### src/rtl/alu_arbiter.sv
// Two-port arbiter in front of a shared combinational ALU: registers the granted
// operands, waits one cycle for the ALU to settle, and holds the result until the requester takes it.
module alu_arbiter #(
    parameter int DATA_W     = 8,
    parameter int OP_W       = 2,
    parameter int FIXED_PRIO = 0
) (
    input  logic              clk,
    input  logic              rst_n,
    input  logic              req0_valid,
    output logic              req0_ready,
    input  logic [DATA_W-1:0] req0_a,
    input  logic [DATA_W-1:0] req0_b,
    input  logic [OP_W-1:0]   req0_op,
    input  logic              req1_valid,
    output logic              req1_ready,
    input  logic [DATA_W-1:0] req1_a,
    input  logic [DATA_W-1:0] req1_b,
    input  logic [OP_W-1:0]   req1_op,
    output logic              rsp0_valid,
    input  logic              rsp0_ready,
    output logic              rsp1_valid,
    input  logic              rsp1_ready,
    output logic [DATA_W-1:0] rsp_data,
    output logic              rsp_zero,
    output logic [DATA_W-1:0] alu_a,
    output logic [DATA_W-1:0] alu_b,
    output logic [OP_W-1:0]   alu_op,
    input  logic [DATA_W-1:0] alu_result,
    input  logic              alu_zero,
    output logic              busy,
    output logic [7:0]        op_count,
    output logic [1:0]        dbg_state
);

    typedef enum logic [1:0] {
        IDLE = 2'd0,
        EXEC = 2'd1,
        RESP = 2'd2
    } state_e;

    localparam bit FIXED = (FIXED_PRIO != 0);

    state_e            state_q, state_d;
    logic              last_grant_q, last_grant_d;
    logic              grant_id_q, grant_id_d;
    logic [DATA_W-1:0] alu_a_q, alu_a_d;
    logic [DATA_W-1:0] alu_b_q, alu_b_d;
    logic [OP_W-1:0]   alu_op_q, alu_op_d;
    logic [DATA_W-1:0] rsp_data_q, rsp_data_d;
    logic              rsp_zero_q, rsp_zero_d;
    logic [7:0]        op_count_q, op_count_d;

    logic grant;
    logic any_valid;
    logic rsp_fire;

    // Handshakes: a transfer happens on a rising edge where valid and ready are both high.
    // Request ready is only offered in IDLE to the granted port; response valid is only
    // raised in RESP for the port that owns the operation, and rsp_data/rsp_zero stay
    // stable until that response is taken.
    always_comb begin
        any_valid = req0_valid | req1_valid;
        if (req0_valid && req1_valid) begin
            grant = FIXED ? 1'b0 : ~last_grant_q;
        end else begin
            grant = req1_valid;
        end
    end

    assign req0_ready = (state_q == IDLE) && req0_valid && !grant;
    assign req1_ready = (state_q == IDLE) && req1_valid && grant;
    assign rsp0_valid = (state_q == RESP) && !grant_id_q;
    assign rsp1_valid = (state_q == RESP) && grant_id_q;
    assign rsp_fire   = (state_q == RESP) && (grant_id_q ? rsp1_ready : rsp0_ready);

    always_comb begin
        state_d      = state_q;
        last_grant_d = last_grant_q;
        grant_id_d   = grant_id_q;
        alu_a_d      = alu_a_q;
        alu_b_d      = alu_b_q;
        alu_op_d     = alu_op_q;
        rsp_data_d   = rsp_data_q;
        rsp_zero_d   = rsp_zero_q;
        op_count_d   = op_count_q;
        unique case (state_q)
            IDLE: begin
                if (any_valid) begin
                    alu_a_d      = grant ? req1_a  : req0_a;
                    alu_b_d      = grant ? req1_b  : req0_b;
                    alu_op_d     = grant ? req1_op : req0_op;
                    grant_id_d   = grant;
                    last_grant_d = grant;
                    state_d      = EXEC;
                end
            end
            EXEC: begin
                // Operands have been stable at the ALU for a full cycle here.
                rsp_data_d = alu_result;
                rsp_zero_d = alu_zero;
                state_d    = RESP;
            end
            RESP: begin
                if (rsp_fire) begin
                    op_count_d = op_count_q + 8'd1;
                    state_d    = IDLE;
                end
            end
            default: state_d = IDLE;
        endcase
    end

    always_ff @(posedge clk or negedge rst_n) begin
        if (!rst_n) begin
            state_q      <= IDLE;
            last_grant_q <= 1'b1;
            grant_id_q   <= 1'b0;
            alu_a_q      <= '0;
            alu_b_q      <= '0;
            alu_op_q     <= '0;
            rsp_data_q   <= '0;
            rsp_zero_q   <= 1'b0;
            op_count_q   <= 8'd0;
        end else begin
            state_q      <= state_d;
            last_grant_q <= last_grant_d;
            grant_id_q   <= grant_id_d;
            alu_a_q      <= alu_a_d;
            alu_b_q      <= alu_b_d;
            alu_op_q     <= alu_op_d;
            rsp_data_q   <= rsp_data_d;
            rsp_zero_q   <= rsp_zero_d;
            op_count_q   <= op_count_d;
        end
    end

    assign alu_a     = alu_a_q;
    assign alu_b     = alu_b_q;
    assign alu_op    = alu_op_q;
    assign rsp_data  = rsp_data_q;
    assign rsp_zero  = rsp_zero_q;
    assign op_count  = op_count_q;
    assign busy      = (state_q != IDLE);
    assign dbg_state = state_q;

endmodule

### config.mk
export PLATFORM = sky130hd
export DESIGN_NAME = alu_arbiter
export DESIGN_NICKNAME = d
export VERILOG_FILES = /design/src/rtl/alu_arbiter.sv
export SDC_FILE = /design/constraint.sdc
export NUM_CORES = 1
export LEC_CHECK = 0
export CELL_PAD_IN_SITES_DETAIL_PLACEMENT = 2
export CELL_PAD_IN_SITES_GLOBAL_PLACEMENT = 2
export CORE_MARGIN = 8
export CORE_UTILIZATION = 27
export DETAILED_ROUTE_END_ITERATION = 10
export PLACE_DENSITY_LB_ADDON = 0.1
export SKIP_CTS_REPAIR_TIMING = 1
export SLEW_MARGIN = 40
export SYNTH_ARGS = -nofsm -noshare
export SYNTH_HDL_FRONTEND = slang
export SYNTH_SLANG_ARGS = --single-unit
### constraint.sdc
create_clock -name clk -period 3.2 [get_ports clk]
set_clock_uncertainty 0.15 [all_clocks]
set_input_delay 0.96 -clock clk [delete_from_list [all_inputs] [get_ports clk]]
set_output_delay 0.96 -clock clk [all_outputs]
set_load 0.005 [all_outputs]
==> impl_metrics.toml <==
[timing]
finalCritPeriodShare = 0.982
rsz0062_at_grt = "no"
setup_viol = 0
timing.hold.ws_ns = 0.331
tns_ns = 0
timing.fmax_ghz = 0.318
timing.final.ws_setup_ns = 0.0575
hold_viol_final = 0
relSlewSlack = 0.669
worst_pin_slew_ns = 0.497
period_minus_slack_ns = 3.14
drv_slew = 0

[drt]
drtPass1Iterations = 2
drc = 0
wl_per_cell_um = 17.9
postRouteAntennaNets = 0
wl_um = 5570
via_count = 1421
drt_iter0_markers = 31
vias_per_cell = 4.57

[critical_path]
arrival_ns = 2.03
cp.required_ns = 2.09
slowest_stage = "clkdlybuf4s50_1"
crit_path_end_kind = "output port"
cp_max_fo = 4
reg2reg_slack_ns = 1.43
path_class = "input port to output port"
cp_top_family = "buffers and inverters"
slowest_delay_ns = 0.48
start_kind = "input port"
crit_chain = "clkdlybuf4s50_1 -> a21bo_4 -> and3_1 -> dlymetal6s2s_1"
critPathBufInv = 2

[layout]
layout_common_cells = "clkdlybuf4s50_1 (89), dfrtp_1 (38), mux2_2 (29)"
area_growth_syn_to_layout_pct = 61.0
stdcell_area_mm2 = 0.00300
num-fill-cells = 667
diodes = 0
final_common_cell = "clkdlybuf4s50_1"
nets = 282
drive_gt1_frac = 0.299

[die]
die_h_um = 99.1
dieArea_mm2 = 0.00981
rows = 30
initial_core_util = 0.277
die_x_um = 99.1
ioPinCount = 93
core_mm2 = 0.00672

[cts]
clk_pin_slew_worst_paths_ns = 0.07
clk_latency_ns = 0.28
cts_buffers = 5
cts.sinks = 39
cts_tree = "yes"
cts_htree_levels = 2
clock-root-buffer = "clkbuf_8"
clk_path_buf_depth = 2

[worst_hold_path]
hp-class = "register to register"

[placed_design]
dpl_cell_area_mm2 = 0.00290
gp_congestion = 0.714
pre_cts_slack_ns = -0.374
dp_hpwl_um = 4550
numPortBuffers = 92

[global_route]
grt_remaining_overflow = 0
grt_start_max_net_pins = 40
antenna_found_initial = 0
grt_pass1_vias = 1753
grt_pass1_wl_um = 9200
track_usage = 0.119

[pwr]
sequentialPowerShare = 0.373
pwr-share-clk = 0.129
power_frac_comb = 0.498
vdd_drop_max_uv = 332
p_per_area_mw_per_mm2 = 822
p_sw_frac = 0.305
leakage_uw = 0.00134
finalPower_uw = 2470
p_int_uw = 1710
power_switching_uw = 753

[yosys]
syn_nets = 181
synthCells = 129
ys_ff_latch = 39
synth_area_leaders = "dfrtp_1 (51%), mux2_2 (18%), mux2_4 (15%)"
synth_area_leader_cell = "dfrtp_1"
yosys_warnings = 0
seq_area_frac_synth = 0.525
syn_avg_cell_area_um2 = 14.4
yosysTopAreaCellShare = 0.510
ys_types = 27
syn-cell-area_mm2 = 0.00186

[run]
maxCapViolations = 0

[run_status]
status = "finished, final reports clean"
-- routing by layer --
| metal | GRT usage | wire [um] |
|---|---|---|
| met5 | 0 | 0 |
| met4 | 0.0279 | 25 |
| met3 | 0.0500 | 460 |
| met2 | 0.216 | 3020 |
| met1 | 0.123 | 2070 |
-- worst reg2reg max path: cells and delay by family (launching register included) --
family          cells  cell delay (ns)
mux                 2             0.58
flops               1             0.56
compound gates      1             0.14
buf+inv             1             0.22
-- per-stage QoR --
stage / util / std cells
after floorplan: - / 129
after global placement: 0.431 / 303
after detailed placement: 0.432 / 303
after CTS: 0.444 / 311
after global routing: 0.447 / 311
final: 0.447 / 311
-- cells in the mapped netlist (all sizes together) --
master   n
mux2    47
dfrtp   38
buf      5
nor2     5
xor2     4
inv      3
o21ai    3
xnor2    3
a21bo    2
and3     2
nand2    2
nand2b   2
nand3    2
nor3     2
a21o     1
and4     1
and4b    1
dfstp    1
ha       1
mux2i    1
nand3b   1
nand4    1
nor3b    1
-- worst paths after layout --
check | start | endpoint | cells after the start
setup / recovery | req1_valid | req0_ready | 4
hold / removal | op_count[7] | op_count[7] | 1
setup reg to reg | last_grant_q | alu_a[7] | 4
hold reg to reg | op_count[7] | op_count[7] | 1
max in group asynchronous | rst_n | last_grant_q | 1
min in group asynchronous | rst_n | op_count[4] | 1
-- area by class of cell --
type | count | area, um2 | share of cell area
Timing Repair Buffer | 99 | 976 | 0.325
Clock inverter | 3 | 15.0 | 0.00500
Sequential cell | 39 | 977 | 0.326
Tap cell | 80 | 100 | 0.0334
Multi-Input combinational cell | 82 | 852 | 0.284
Inverter | 3 | 11.3 | 0.00375
Clock buffer | 5 | 68.8 | 0.0229
-- cell families after synthesis --
family | count (synthesis) | synth area share
flops | 39 | 0.525
simple gates | 20 | 0.0611
xor+xnor | 7 | 0.0329
mux | 48 | 0.326
compound gates | 6 | 0.0228
fa+ha+maj | 1 | 0.00671
buf+inv | 8 | 0.0262
-- flip-flops by register name, indices dropped and copies added (netlist names) --
register      count
alu_a             8
alu_b             8
alu_op            2
dbg_state         2
grant_id_q        1
last_grant_q      1
op_count          8
rsp_data          8
rsp_zero          1
-- power groups by stage --
stage	Sequential (uW)	Clock (uW)	Combinational, uW
after global placement	904	0	1220
after global routing	964	359	1340
after CTS	924	334	1270
after detailed placement	931	0	1260
final	921	318	1230
after floorplan	913	0	516
No activity file was read; power rests on OpenSTA's default activity.
